<file path="src/rtl/spi_slave_mem_bridge.sv">
// spi_slave_mem_bridge
//   SPI mode 0 target in the clk_core_i domain. Decodes WRITE (0x02) and
//   READ (0x03) frames (8-bit cmd, 16-bit address MSB-first, then data bytes,
//   address auto-increments) into byte accesses on a req/ack memory port.
//   Optional feature macro: SPI_SLAVE_RDSR_EN adds read-status command 0x05
//   returning {6'b0, underrun_sticky, overrun_sticky}.
// Ports:
//   clk_core_i, rst_n_i                   core clock, async active-low reset
//   spi_sclk_i, spi_cs_i, spi_mosi_i      SPI inputs (asynchronous to core)
//   spi_miso_o, spi_miso_oe_o             SPI data out and pad enable
//   mem_req_o/we_o/addr_o/wdata_o         memory request, held until ack
//   mem_rdata_i, mem_ack_i                memory response
//   busy_o, frame_done_o, err_o           status: in frame, end pulse, error pulse
//
// state      | meaning
// S_IDLE     | no frame; first rise with cs low starts a command
// S_CMD      | shifting in the command byte
// S_ADDR     | shifting in the 16-bit address
// S_WR_DATA  | each completed byte becomes a memory write
// S_RD_DATA  | prefetched read bytes are shifted out on MISO
// S_DISCARD  | unknown command, ignore everything until cs rises
// S_STATUS   | status byte shifted out (SPI_SLAVE_RDSR_EN only)
module spi_slave_mem_bridge #(
  parameter int ADDR_WIDTH  = 16,
  parameter int SYNC_STAGES = 2
) (
  input  logic                  clk_core_i,
  input  logic                  rst_n_i,
  input  logic                  spi_sclk_i,
  input  logic                  spi_cs_i,
  input  logic                  spi_mosi_i,
  output logic                  spi_miso_o,
  output logic                  spi_miso_oe_o,
  output logic                  mem_req_o,
  output logic                  mem_we_o,
  output logic [ADDR_WIDTH-1:0] mem_addr_o,
  output logic [7:0]            mem_wdata_o,
  input  logic [7:0]            mem_rdata_i,
  input  logic                  mem_ack_i,
  output logic                  busy_o,
  output logic                  frame_done_o,
  output logic                  err_o
);

  typedef enum logic [2:0] {
    S_IDLE, S_CMD, S_ADDR, S_WR_DATA, S_RD_DATA, S_DISCARD, S_STATUS
  } state_t;

  localparam logic [ADDR_WIDTH-1:0] ADDR_ONE = {{(ADDR_WIDTH-1){1'b0}}, 1'b1};

  state_t                 state_q, state_d;
  logic [SYNC_STAGES-1:0] sclk_sync_q, sclk_sync_d;
  logic [SYNC_STAGES-1:0] cs_sync_q, cs_sync_d;
  logic [SYNC_STAGES-1:0] mosi_sync_q, mosi_sync_d;
  logic                   sclk_prev_q, sclk_prev_d;
  logic [2:0]             bit_cnt_q, bit_cnt_d;
  logic [14:0]            sh_q, sh_d;
  logic                   addr_hi_q, addr_hi_d;
  logic                   wr_mode_q, wr_mode_d;
  logic                   load_pend_q, load_pend_d;
  logic [ADDR_WIDTH-1:0]  addr_reg_q, addr_reg_d;
  logic [ADDR_WIDTH-1:0]  mem_addr_q, mem_addr_d;
  logic [7:0]             tx_q, tx_d;
  logic [7:0]             pf_data_q, pf_data_d;
  logic                   pf_valid_q, pf_valid_d;
  logic [7:0]             wdata_q, wdata_d;
  logic                   req_q, req_d;
  logic                   we_q, we_d;
  logic                   err_q, err_d;
  logic                   done_q, done_d;

  logic        sclk_s, cs_s, mosi_s, rise, fall, byte_done;
  logic        rd_trig, underrun, overrun;
  logic [7:0]  byte_in;
  logic [15:0] word_in;

  assign sclk_s    = sclk_sync_q[SYNC_STAGES-1];
  assign cs_s      = cs_sync_q[SYNC_STAGES-1];
  assign mosi_s    = mosi_sync_q[SYNC_STAGES-1];
  assign rise      = sclk_s & ~sclk_prev_q;
  assign fall      = ~sclk_s & sclk_prev_q;
  assign byte_done = (bit_cnt_q == 3'd7);
  assign byte_in   = {sh_q[6:0], mosi_s};
  assign word_in   = {sh_q, mosi_s};

`ifdef SPI_SLAVE_RDSR_EN
  logic under_q, under_d, over_q, over_d;

  always_comb begin
    under_d = under_q | underrun;
    over_d  = over_q | overrun;
    if (cs_s && state_q == S_STATUS) begin
      under_d = 1'b0;
      over_d  = 1'b0;
    end
  end

  always_ff @(posedge clk_core_i or negedge rst_n_i) begin
    if (!rst_n_i) begin
      under_q <= 1'b0;
      over_q  <= 1'b0;
    end else begin
      under_q <= under_d;
      over_q  <= over_d;
    end
  end
`endif

  always_comb begin
    sclk_sync_d = {sclk_sync_q[SYNC_STAGES-2:0], spi_sclk_i};
    cs_sync_d   = {cs_sync_q[SYNC_STAGES-2:0], spi_cs_i};
    mosi_sync_d = {mosi_sync_q[SYNC_STAGES-2:0], spi_mosi_i};
    sclk_prev_d = sclk_s;
    state_d     = state_q;
    bit_cnt_d   = bit_cnt_q;
    sh_d        = sh_q;
    addr_hi_d   = addr_hi_q;
    wr_mode_d   = wr_mode_q;
    load_pend_d = load_pend_q;
    addr_reg_d  = addr_reg_q;
    mem_addr_d  = mem_addr_q;
    tx_d        = tx_q;
    pf_data_d   = pf_data_q;
    pf_valid_d  = pf_valid_q;
    wdata_d     = wdata_q;
    req_d       = req_q;
    we_d        = we_q;
    done_d      = 1'b0;
    rd_trig     = 1'b0;
    underrun    = 1'b0;
    overrun     = 1'b0;

    // The memory side runs independently of cs: an access started in a frame
    // always completes, even after the frame has ended.
    if (req_q && mem_ack_i) begin
      req_d      = 1'b0;
      addr_reg_d = addr_reg_q + ADDR_ONE;
      if (!we_q && state_q == S_RD_DATA) begin
        pf_data_d  = mem_rdata_i;
        pf_valid_d = 1'b1;
      end
    end

    if (cs_s) begin
      state_d     = S_IDLE;
      bit_cnt_d   = 3'd0;
      load_pend_d = 1'b0;
      done_d      = (state_q != S_IDLE);
    end else begin
      if (rise) begin
        sh_d      = {sh_q[13:0], mosi_s};
        bit_cnt_d = bit_cnt_q + 3'd1;
        case (state_q)
          S_IDLE: state_d = S_CMD;
          S_CMD: begin
            if (byte_done) begin
              addr_hi_d = 1'b0;
              case (byte_in)
                8'h02: begin state_d = S_ADDR; wr_mode_d = 1'b1; end
                8'h03: begin state_d = S_ADDR; wr_mode_d = 1'b0; end
`ifdef SPI_SLAVE_RDSR_EN
                8'h05: begin state_d = S_STATUS; load_pend_d = 1'b1; end
`endif
                default: state_d = S_DISCARD;
              endcase
            end
          end
          S_ADDR: begin
            if (byte_done) begin
              if (!addr_hi_q) begin
                addr_hi_d = 1'b1;
              end else begin
                addr_reg_d = word_in[ADDR_WIDTH-1:0];
                pf_valid_d = 1'b0;
                if (wr_mode_q) begin
                  state_d = S_WR_DATA;
                end else begin
                  state_d     = S_RD_DATA;
                  load_pend_d = 1'b1;
                  rd_trig     = 1'b1;
                end
              end
            end
          end
          S_WR_DATA: begin
            if (byte_done) begin
              if (req_q) begin
                overrun = 1'b1;
              end else begin
                req_d      = 1'b1;
                we_d       = 1'b1;
                mem_addr_d = addr_reg_q;
                wdata_d    = byte_in;
              end
            end
          end
          S_RD_DATA: if (byte_done) load_pend_d = 1'b1;
          default: ;
        endcase
      end

      if (fall) begin
        if (load_pend_q && state_q == S_RD_DATA) begin
          load_pend_d = 1'b0;
          rd_trig     = 1'b1;
          if (pf_valid_q) begin
            tx_d       = pf_data_q;
            pf_valid_d = 1'b0;
          end else begin
            tx_d     = 8'hFF;
            underrun = 1'b1;
          end
        end
`ifdef SPI_SLAVE_RDSR_EN
        else if (load_pend_q && state_q == S_STATUS) begin
          load_pend_d = 1'b0;
          tx_d        = {6'b0, under_q, over_q};
        end
`endif
        else begin
          tx_d = {tx_q[6:0], 1'b0};
        end
      end
    end

    // A read still in flight at a byte boundary will fill the prefetch buffer
    // itself, so no second request is queued behind it.
    if (rd_trig && !req_q) begin
      req_d      = 1'b1;
      we_d       = 1'b0;
      mem_addr_d = addr_reg_d;
    end

    err_d = underrun | overrun;
  end

  always_ff @(posedge clk_core_i or negedge rst_n_i) begin
    if (!rst_n_i) begin
      state_q     <= S_IDLE;
      sclk_sync_q <= '0;
      cs_sync_q   <= '0;
      mosi_sync_q <= '0;
      sclk_prev_q <= 1'b0;
      bit_cnt_q   <= 3'd0;
      sh_q        <= '0;
      addr_hi_q   <= 1'b0;
      wr_mode_q   <= 1'b0;
      load_pend_q <= 1'b0;
      addr_reg_q  <= '0;
      mem_addr_q  <= '0;
      tx_q        <= 8'd0;
      pf_data_q   <= 8'd0;
      pf_valid_q  <= 1'b0;
      wdata_q     <= 8'd0;
      req_q       <= 1'b0;
      we_q        <= 1'b0;
      err_q       <= 1'b0;
      done_q      <= 1'b0;
    end else begin
      state_q     <= state_d;
      sclk_sync_q <= sclk_sync_d;
      cs_sync_q   <= cs_sync_d;
      mosi_sync_q <= mosi_sync_d;
      sclk_prev_q <= sclk_prev_d;
      bit_cnt_q   <= bit_cnt_d;
      sh_q        <= sh_d;
      addr_hi_q   <= addr_hi_d;
      wr_mode_q   <= wr_mode_d;
      load_pend_q <= load_pend_d;
      addr_reg_q  <= addr_reg_d;
      mem_addr_q  <= mem_addr_d;
      tx_q        <= tx_d;
      pf_data_q   <= pf_data_d;
      pf_valid_q  <= pf_valid_d;
      wdata_q     <= wdata_d;
      req_q       <= req_d;
      we_q        <= we_d;
      err_q       <= err_d;
      done_q      <= done_d;
    end
  end

  assign spi_miso_o    = tx_q[7];
  assign spi_miso_oe_o = ~spi_cs_i & ((state_q == S_RD_DATA) | (state_q == S_STATUS));
  assign mem_req_o     = req_q;
  assign mem_we_o      = we_q;
  assign mem_addr_o    = mem_addr_q;
  assign mem_wdata_o   = wdata_q;
  assign busy_o        = (state_q != S_IDLE);
  assign frame_done_o  = done_q;
  assign err_o         = err_q;

endmodule

</file>
<file path="config.mk">
export PLATFORM = sky130hd
export DESIGN_NAME = spi_slave_mem_bridge
export DESIGN_NICKNAME = d
export VERILOG_FILES = /design/src/rtl/spi_slave_mem_bridge.sv
export SDC_FILE = /design/constraint.sdc
export NUM_CORES = 1
export LEC_CHECK = 0
export ABC_AREA = 1
export CAP_MARGIN = 20
export CORE_MARGIN = 2
export CORE_UTILIZATION = 57
export DETAILED_ROUTE_END_ITERATION = 8
export PLACE_DENSITY_LB_ADDON = 0.1
export RECOVER_POWER = 25
export SLEW_MARGIN = 10
export SYNTH_ARGS = -nofsm -noshare
export SYNTH_HDL_FRONTEND = slang
export SYNTH_SLANG_ARGS = --single-unit
</file>
<file path="constraint.sdc">
create_clock -name clk_core_i -period 2.2 [get_ports clk_core_i]
set_input_delay 0.44 -clock clk_core_i [delete_from_list [all_inputs] [get_ports clk_core_i]]
set_output_delay 0.44 -clock clk_core_i [all_outputs]
set_load 0.02 [all_outputs]
</file>
==> metrics, run 1 <==
hold depth 0; CTS max path bufs 2; CTS tree built; antenna violations before repair 0; CORE AREA 0.00761 mm2; DR WL/cell around 14 um; RSZ-0062 raised after global routing false; crit end category primary output; number of synthesized flops with an enable pin 0; largest area contributor in the netlist dfrtp_1; CP max stage delay 610 ps; Die Ht 91.8 um; MaxCap Viol Count 1; global route total overflow 0; routability cong. 0.927; Switching Fraction 0.284; Initial Util 0.578; Netlist cell types 39; Seq/Total Area, Yosys 0.524; DR vias/cell approximately 5.3; Max Clock Freq 474 MHz; 1st-pass router iterations 5; H-tree depth 3; Hold Vio Cnt, Final 0; period utilization 0.960; CP delay by family, top buffers and inverters; Worst Skew between 8 and 9 ps; status complete, but fails checks; vias 3,767; # diodes 0; Total Routing Usage GR 0.258; main flop type after synthesis dfrtp_1; cell count after synthesis 542; slowest CP cell clkdlybuf4s50_1; Worst Path Max Fanout 6; worst min path class reg -> reg; share of the synthesized area in the top cell type 0.524; Layout area overhead 18.1%; vias in the first global route 3,699; chip width 91.8 um; DR DRC count 0; FILL cells 667; Final Instance Area 0.00519 mm2; final HPWL from detailed placement between 7000 and 8000 um; DRT Wirelength 9940 um; Fin Hold WS approximately 350 ps; DIE AREA around 0.0084 mm2; Post-DP Area 0.00501 mm2; Clk pin slew, worst setup/hold paths 90 ps; Critical Path AT 1670 ps; CP Depth 3; largest net degree at the start of global routing 60; Yosys reg bits 92; post-synth net total 559; path depth of the worst reg2reg path 11; Avg Cell Area, Syn 8.11 um2; Int Power 2.43 mW; WP data required 1760 ps; WS Path Type reg -> out; Comb power frac 0.121; Pwr Density 654 mW/mm2; antenna viol nets, final 0; CTS Buf Count 9; I/O pin cnt 45; Synth area leaders dfrtp_1 52%, nand2_1 14%, inv_1 6.1%; share of cells above drive strength 1 0.0697; P_leak about 2.5 nW; CP Buf/Inv Count 1; mapped cell area between 0.004 and 0.005 mm2; row cnt 32; Post-CTS Hold Buffers 0; Flop pwr share 0.541; Final Max Slew Viols 33; Skew-Pair Late Insertion Delay 360 ps; fraction of registers with async set/reset 1.00; setup tns final 0 ps; input/output buffers 44; Synth warnings 0; nature of the critical path startpoint flop; Final setup viols 0; P_sw about 0.96 mW; CTS root buffer clkbuf_8; Slew @ Worst Pin 1640 ps; post-layout min period 2110 ps; Max VDD drop between 0.4 and 0.5 mV; first-pass GRT wire length around 17,000 um; power share of the clock group 0.338; Final nets 615; clk sink count 92; failing checks capacitance limit, slew limit; Relative slew margins -0.0946; critical path, cell by cell nor2_2 -> nand2_1 -> clkdlybuf4s50_1; Initial DRC Count 241
==> logic make-up after synthesis <==
logic type,synth area share
AOI/OAI and AO/OA,0.124
xor gates and xnor gates,0.00996
adders and majority gates,0.00854
buffers and inverters,0.0720
DFF,0.524
and+or+nand+nor,0.262
==> metrics by stage <==
step	setup WS, ps	total power [mW]	cells	utilization
after global routing	4.19	3.55	705	0.683
after floorplan	484	2.09	542	-
final	88.6	3.40	705	0.683
after global placement	117	2.26	689	0.658
after detailed placement	44.6	2.28	689	0.658
after CTS	25.4	3.42	705	0.684
==> sequential cells by signal, summed over array words and instances, names as in the netlist <==
register	cells
mem_we_o	1
cs_sync_q	2
frame_done_o	1
mosi_sync_q	2
mem_req_o	1
mem_wdata_o	8
sh_q	15
sclk_sync_q	2
pf_data_q	8
load_pend_q	1
err_o	1
pf_valid_q	1
wr_mode_q	1
state_q	3
addr_hi_q	1
sclk_prev_q	1
addr_reg_q	16
mem_addr_o	16
bit_cnt_q	3
tx_q	8
==> synth_stat cells, drive strengths merged (2+ instances only) <==
library cell and count:
nand2 174, dfrtp 92, inv 74, o21ai 56, nand3 39, nor2 35, a21oi 15, nand4 8
o31ai 6, clkbuf 5, nor3 5, o211ai 5, a31oi 3, buf 3, ha 3, o21a 3
xnor2 3, a22o 2, or2 2, xor2 2
==> power by group through the flow <==
stage	logic (mW)	registers [mW]	clock network, mW
finish	0.412	1.84	1.15
global route	0.466	1.85	1.24
CTS	0.416	1.83	1.17
detailed placement	0.412	1.87	0
global placement	0.401	1.86	0
floorplan	0.243	1.85	0
==> cell type report <==
type,count,area (um2),share of cell area
clock buffers,9,124,0.0239
clock inverters,7,73.8,0.0142
inverters,75,282,0.0542
multi-input cells,367,1780,0.343
flip-flops and latches,92,2300,0.443
well taps,102,128,0.0246
repair buffers,53,504,0.0971
==> per-layer routing <==
metal / global-route usage / share of wire / routed length (um) / up-vias
li1: - / - / - / 1853
met2: 0.406 / 0.45 / 4490 / 110
met4: 0.0871 / 0.019 / 193 / 0
met5: 0 / 0 / 0 / -
met1: 0.367 / 0.47 / 4710 / 1786
met3: 0.0435 / 0.054 / 538 / 18
==> placed cells by master (no fill, tap or decap), drive strengths merged, types with 2 or more instances in the layout <==
master	instances
clkdlybuf4s50	39
dlygate4sd3	3
nand4	8
buf	8
clkinv	4
clkbuf	11
or2	2
o21a	3
a21oi	15
o211ai	5
nand3	39
nor3	5
dfrtp	92
a22o	2
inv	76
xor2	2
o31ai	6
nor2	35
ha	3
o21ai	56
a31oi	3
nand2	174
xnor2	3
==> final timing paths <==
kind / start / to / slack (ps)
worst max-delay path: state_q[1] / busy_o / 90
worst min-delay path: mosi_sync_q[0] / mosi_sync_q[1] / 350
worst max register to register: bit_cnt_q[0] / mem_addr_o[5] / 250
max in group asynchronous: rst_n_i / mem_addr_o[12] / 480
worst min register to register: mosi_sync_q[0] / mosi_sync_q[1] / 350
min in group asynchronous: rst_n_i / tx_q[3] / 480
==> timing repair <==
item | CTS | global route
endpoints found under the setup margin | 0 | 2
endpoints found under the hold margin | 0 | 0
resized for setup | 0 | 2
setup buffers | 0 | 0
Note: power is estimated with default switching activity, not from simulation.
==> run 2, diff against run 1 <==
--- a/config.mk
+++ b/config.mk
@@ -10,6 +10,7 @@
 export CORE_MARGIN = 2
 export CORE_UTILIZATION = 57
 export DETAILED_ROUTE_END_ITERATION = 8
+export HOLD_SLACK_MARGIN = 0.03
 export PLACE_DENSITY_LB_ADDON = 0.1
 export RECOVER_POWER = 25
 export SLEW_MARGIN = 10
==> run 2 against run 1 <==
The run now ends clean; highest routed layer unchanged; sequential share of layout area down 0.064 points; sequential power is essentially flat; register-to-register slack barely moved; largest power group unchanged; count of clock-buffer cells in the layout unchanged.
==> metrics, run 2 (synthesis results as in run 1) <==
register area 0.00230 mm2 (unchanged); Initial Util 0.578 (unchanged); path depth of the worst reg2reg path 11 (unchanged); nature of the critical path startpoint flop (unchanged); vias in the first global route 3,699 (unchanged); Final setup viols 0 (unchanged); FILL cells 669 (was 667); Final nets 616 (was 615); period utilization 0.960 (about the same); final HPWL from detailed placement 7340 um (unchanged); WS Path Type reg -> out (unchanged); input/output buffers 44 (unchanged); Final Max Slew Viols 0 (was 33); dpl cells 689 (unchanged); Worst Path Max Fanout 6 (unchanged); CTS max path bufs 2 (unchanged); DIE AREA 0.00843 mm2 (unchanged); row cnt 32 (unchanged); WP data required 1760 ps (about the same); Worst R2R Start bit_cnt_q[0] (unchanged); Worst Skew 8.59 ps (was 8.66 ps); DR DRC count 0 (unchanged); H-tree depth 3 (unchanged); hold depth 0 (unchanged); clk sink count 92 (unchanged); global route total overflow 0 (unchanged); # diodes 0 (unchanged); most frequent cells in the layout 169 x nand2_1, 92 x dfrtp_1, 72 x inv_1 (unchanged); Clk pin slew, worst setup/hold paths 90 ps (about the same); post-layout min period 2110 ps (about the same); CTS Buf Count 9 (unchanged); CORE AREA 0.00761 mm2 (unchanged); DRT Wirelength 9970 um (was 9940 um); MaxCap Viol Count 0 (was 1); Skew-Pair Late Insertion Delay 360 ps (about the same); worst reg2reg setup slack 250 ps (about the same); Worst Hold Endpoint mosi_sync_q[1] (unchanged); largest net degree at the start of global routing 60 (unchanged); dpl ws 44.6 ps (unchanged); most common cell after layout, fill and taps aside nand2_1 (unchanged); Die Ht 91.8 um (unchanged); first-pass GRT wire length 17,400 um (unchanged); chip width 91.8 um (unchanged); Initial DRC Count 270 (was 241); worst hold start mosi_sync_q[0] (unchanged); 1st-pass router iterations 5 (unchanged); Max Clock Freq 473 MHz (was 474 MHz); Critical Path AT 1670 ps (about the same); Relative slew margins 0.494 (was -0.0946); Total Routing Usage GR 0.258 (unchanged); Slew @ Worst Pin 759 ps (was 1640 ps); Pwr Density 654 mW/mm2 (about the same); CTS root buffer clkbuf_8 (unchanged); P_leak 2.54 nW (about the same); worst r2r dst mem_addr_o[5] (unchanged); CTS tree built (unchanged); multi-input logic area 0.00178 mm2 (unchanged); status finished, final reports clean (was complete, but fails checks); antenna violations before repair 0 (unchanged); post-route insts no fill 706 (was 705); routability cong. 0.927 (unchanged); I/O pin cnt 45 (unchanged); vias 3,771 (was 3,767); Max VDD drop 0.432 mV (about the same); DR vias/cell 5.34 (about the same); crit end category primary output (unchanged); Fin Hold WS 353 ps (about the same); RSZ-0062 raised after global routing false (unchanged); Hold Vio Cnt, Final 0 (unchanged); setup tns final 0 ps (unchanged); Layout area overhead 18.3% (was 18.1%); share of cells above drive strength 1 0.0712 (was 0.0697); DR WL/cell 14.1 um (about the same); worst min path class reg -> reg (unchanged); final setup margin 88.0 ps (was 88.6 ps); antenna viol nets, final 0 (unchanged)
## run 2: area by class of cell
class | count | area share
clock buffer | 9 | 0.0238
clock inverter | 7 | 0.0142
inverter | 75 | 0.0541
multi-input combinational | 367 | 0.342
sequential | 92 | 0.443
tap | 102 | 0.0245
timing repair buffer | 54 | 0.0984
## run 2: power breakdown
| group | leakage (nW) | internal (mW) | switching, mW | total, mW |
|---|---|---|---|---|
| clock network | 0.100 | 0.531 | 0.618 | 1.15 |
| registers | 1.16 | 1.76 | 0.0749 | 1.84 |
| logic | 1.28 | 0.140 | 0.273 | 0.413 |
## run 2: routing by layer
| layer | vias to the layer above | wire (um) | global-route usage |
|---|---|---|---|
| li1 | 1854 | - | - |
| met5 | - | 0 | 0 |
| met2 | 110 | 4480 | 0.406 |
| met3 | 18 | 574 | 0.0435 |
| met1 | 1789 | 4720 | 0.367 |
| met4 | 0 | 193 | 0.0871 |
## run 2: per-stage QoR
step | util | power (mW) | instance area, um2
3_5_place_dp | 0.658 | 2.28 | 5010
6_report | 0.684 | 3.40 | 5200
4_1_cts | 0.685 | 3.42 | 5210
3_3_place_gp | 0.658 | 2.26 | 5010
2_1_floorplan | - | 2.09 | 4400
5_1_grt | 0.684 | 3.55 | 5200
## run 2: worst max-delay path by stage
stage | slack (ps) | end | cells past startpoint | start
after floorplan | 480 | mem_addr_o[5] | 11 | bit_cnt_q[0]
after global placement | 120 | spi_miso_oe_o | 3 | spi_cs_i
after detailed placement | 40 | spi_miso_oe_o | 3 | spi_cs_i
after CTS | 30 | busy_o | 3 | state_q[1]
after global routing | 4 | busy_o | 3 | state_q[2]
final | 90 | busy_o | 3 | state_q[1]
## run 2: repair_timing
item / in CTS / in global routing
hold buffers: 1 / 0
gates resized for setup: 0 / 2
setup buffers: 0 / 0
endpoints found under the hold margin: 30 / 0
setup endpoints to repair: 0 / 2
## run 2: worst max-delay path: stages, from the launching register on
cell and delay, ps:
dfrtp_1 500, nor2_2 80, nand2_1 120, clkdlybuf4s50_1 610
==> run 3, diff against run 2 <==
--- a/config.mk
+++ b/config.mk
@@ -11,8 +11,10 @@
 export CORE_UTILIZATION = 57
 export DETAILED_ROUTE_END_ITERATION = 8
 export HOLD_SLACK_MARGIN = 0.03
+export MAX_ROUTING_LAYER = met4
 export PLACE_DENSITY_LB_ADDON = 0.1
 export RECOVER_POWER = 25
+export SKIP_CTS_REPAIR_TIMING = 1
 export SLEW_MARGIN = 10
 export SYNTH_ARGS = -nofsm -noshare
 export SYNTH_HDL_FRONTEND = slang
==> run 3 against run 2 <==
Sequential power about the same; critical path depth down 2; count of clock-buffer cells in the layout unchanged; worst hold slack better by 4.2 ps; combinational power down 2%; via count up 0.77%; critical endpoint is now mem_req_o.
==> metrics, run 3 (synthesis results as in run 1) <==
MaxCap Viol Count 0 (unchanged); CP Depth 1 (was 3); share of cells above drive strength 1 0.0727 (was 0.0712); P_leak 2.56 nW (was 2.54 nW); post-layout min period 2040 ps (was 2110 ps); Slew @ Worst Pin 763 ps (was 759 ps); Die Ht 91.8 um (unchanged); Worst Skew 18.7 ps (was 8.59 ps); Worst Hold Endpoint mosi_sync_q[1] (unchanged); Critical Path AT 1600 ps (was 1670 ps); Skew-Pair Late Insertion Delay 380 ps (was 360 ps); Final nets 617 (was 616); antenna viol nets, final 0 (unchanged); WS Path Type reg -> out (unchanged); Max Clock Freq 489 MHz (was 473 MHz); slowest CP cell clkdlybuf4s50_1 (unchanged); setup tns final 0 ps (unchanged); status finished, final reports clean (unchanged); Worst R2R Start bit_cnt_q[0] (unchanged); path depth of the worst reg2reg path 11 (unchanged); clk sink count 92 (unchanged); DIE AREA 0.00843 mm2 (unchanged); Pwr Density 646 mW/mm2 (was 654 mW/mm2); final HPWL from detailed placement 7310 um (was 7340 um); DR vias/cell 5.37 (was 5.34); vias 3,800 (was 3,771); final core occ 0.684 (about the same); # diodes 0 (unchanged); CTS max path bufs 2 (unchanged); RSZ-0062 raised after global routing false (unchanged); vias in the first global route 3,719 (was 3,699); Layout area overhead 18.4% (was 18.3%); first-pass GRT wire length 17,700 um (was 17,400 um); CTS tree built (unchanged); Total Power 3.36 mW (was 3.40 mW); CORE AREA 0.00761 mm2 (unchanged); Post-DP Area 0.00501 mm2 (about the same); H-tree depth 3 (unchanged); dpl cells 690 (was 689); CP max stage delay 680 ps (was 610 ps); chip width 91.8 um (unchanged); Worst Path Max Fanout 7 (was 6); largest net degree at the start of global routing 35 (was 60); row cnt 32 (unchanged); Flop pwr share 0.546 (was 0.540); worst min path class reg -> reg (unchanged); Total Routing Usage GR 0.273 (was 0.258); Initial DRC Count 227 (was 270); DR DRC count 0 (unchanged); worst hold start mosi_sync_q[0] (unchanged); DRT Wirelength 10,200 um (was 9970 um); antenna violations before repair 0 (unchanged); DR WL/cell 14.4 um (was 14.1 um); power share of the clock group 0.333 (was 0.338); 1st-pass router iterations 5 (unchanged); Clk pin slew, worst setup/hold paths 100 ps (was 90 ps); CTS Buf Count 9 (unchanged); most common cell after layout, fill and taps aside nand2_1 (unchanged); Relative slew margins 0.491 (was 0.494); input/output buffers 44 (unchanged); Hold Vio Cnt, Final 0 (unchanged); worst reg2reg setup slack 210 ps (was 250 ps); WP data required 1760 ps (about the same); post-route insts no fill 707 (was 706); crit end category primary output (unchanged); Switching Fraction 0.303 (was 0.284); P_sw 1.02 mW (was 0.966 mW); worst r2r dst mem_addr_o[5] (unchanged); critical path, cell by cell clkdlybuf4s50_1 (was nor2_2 -> nand2_1 -> clkdlybuf4s50_1); I/O pin cnt 45 (unchanged); Final Instance Area 0.00520 mm2 (about the same); global route total overflow 0 (unchanged); Int Power 2.34 mW (was 2.43 mW); nature of the critical path startpoint flop (unchanged); Final setup viols 0 (unchanged); final setup margin 156 ps (was 88.0 ps); CP delay by family, top buffers and inverters (unchanged); Comb power frac 0.121 (about the same); Initial Util 0.578 (unchanged); hold depth 0 (unchanged); Fin Hold WS 357 ps (was 353 ps); CP Buf/Inv Count 1 (unchanged); Max VDD drop 0.402 mV (was 0.432 mV); dpl ws 92.5 ps (was 44.6 ps); most frequent cells in the layout 169 x nand2_1, 92 x dfrtp_1, 72 x inv_1 (unchanged); Final Max Slew Viols 0 (unchanged); routability cong. 0.943 (was 0.927); period utilization 0.929 (was 0.960); CTS root buffer clkbuf_8 (unchanged)
[run 3: how the worst max path moves through the flow]
stage / from / end
4_1_cts: state_q[1] / busy_o
3_5_place_dp: spi_cs_i / spi_miso_oe_o
5_1_grt: bit_cnt_q[0] / mem_addr_o[5]
3_3_place_gp: spi_cs_i / spi_miso_oe_o
2_1_floorplan: bit_cnt_q[0] / mem_addr_o[5]
6_report: mem_req_o / mem_req_o
[run 3: per-layer routing]
metal  routed length, um  track usage
met5                   0            -
met2                4660        0.406
met3                 568       0.0435
met1                4830        0.387
met4                 121       0.0883
[run 3: area by class of cell]
cell class	instances	area (um2)
Clock buffer	9	124
Clock inverter	7	67.6
Fill cell	647	2400
Inverter	75	282
Multi-Input combinational cell	367	1780
Sequential cell	92	2300
Tap cell	102	128
Timing Repair Buffer	55	523
[run 3: power groups by stage]
stage | Sequential, mW | Combinational, mW | Clock, mW
global route | 1.85 | 0.460 | 1.21
floorplan | 1.85 | 0.243 | 0
detailed placement | 1.87 | 0.409 | 0
CTS | 1.83 | 0.412 | 1.12
finish | 1.84 | 0.406 | 1.12
global placement | 1.86 | 0.403 | 0
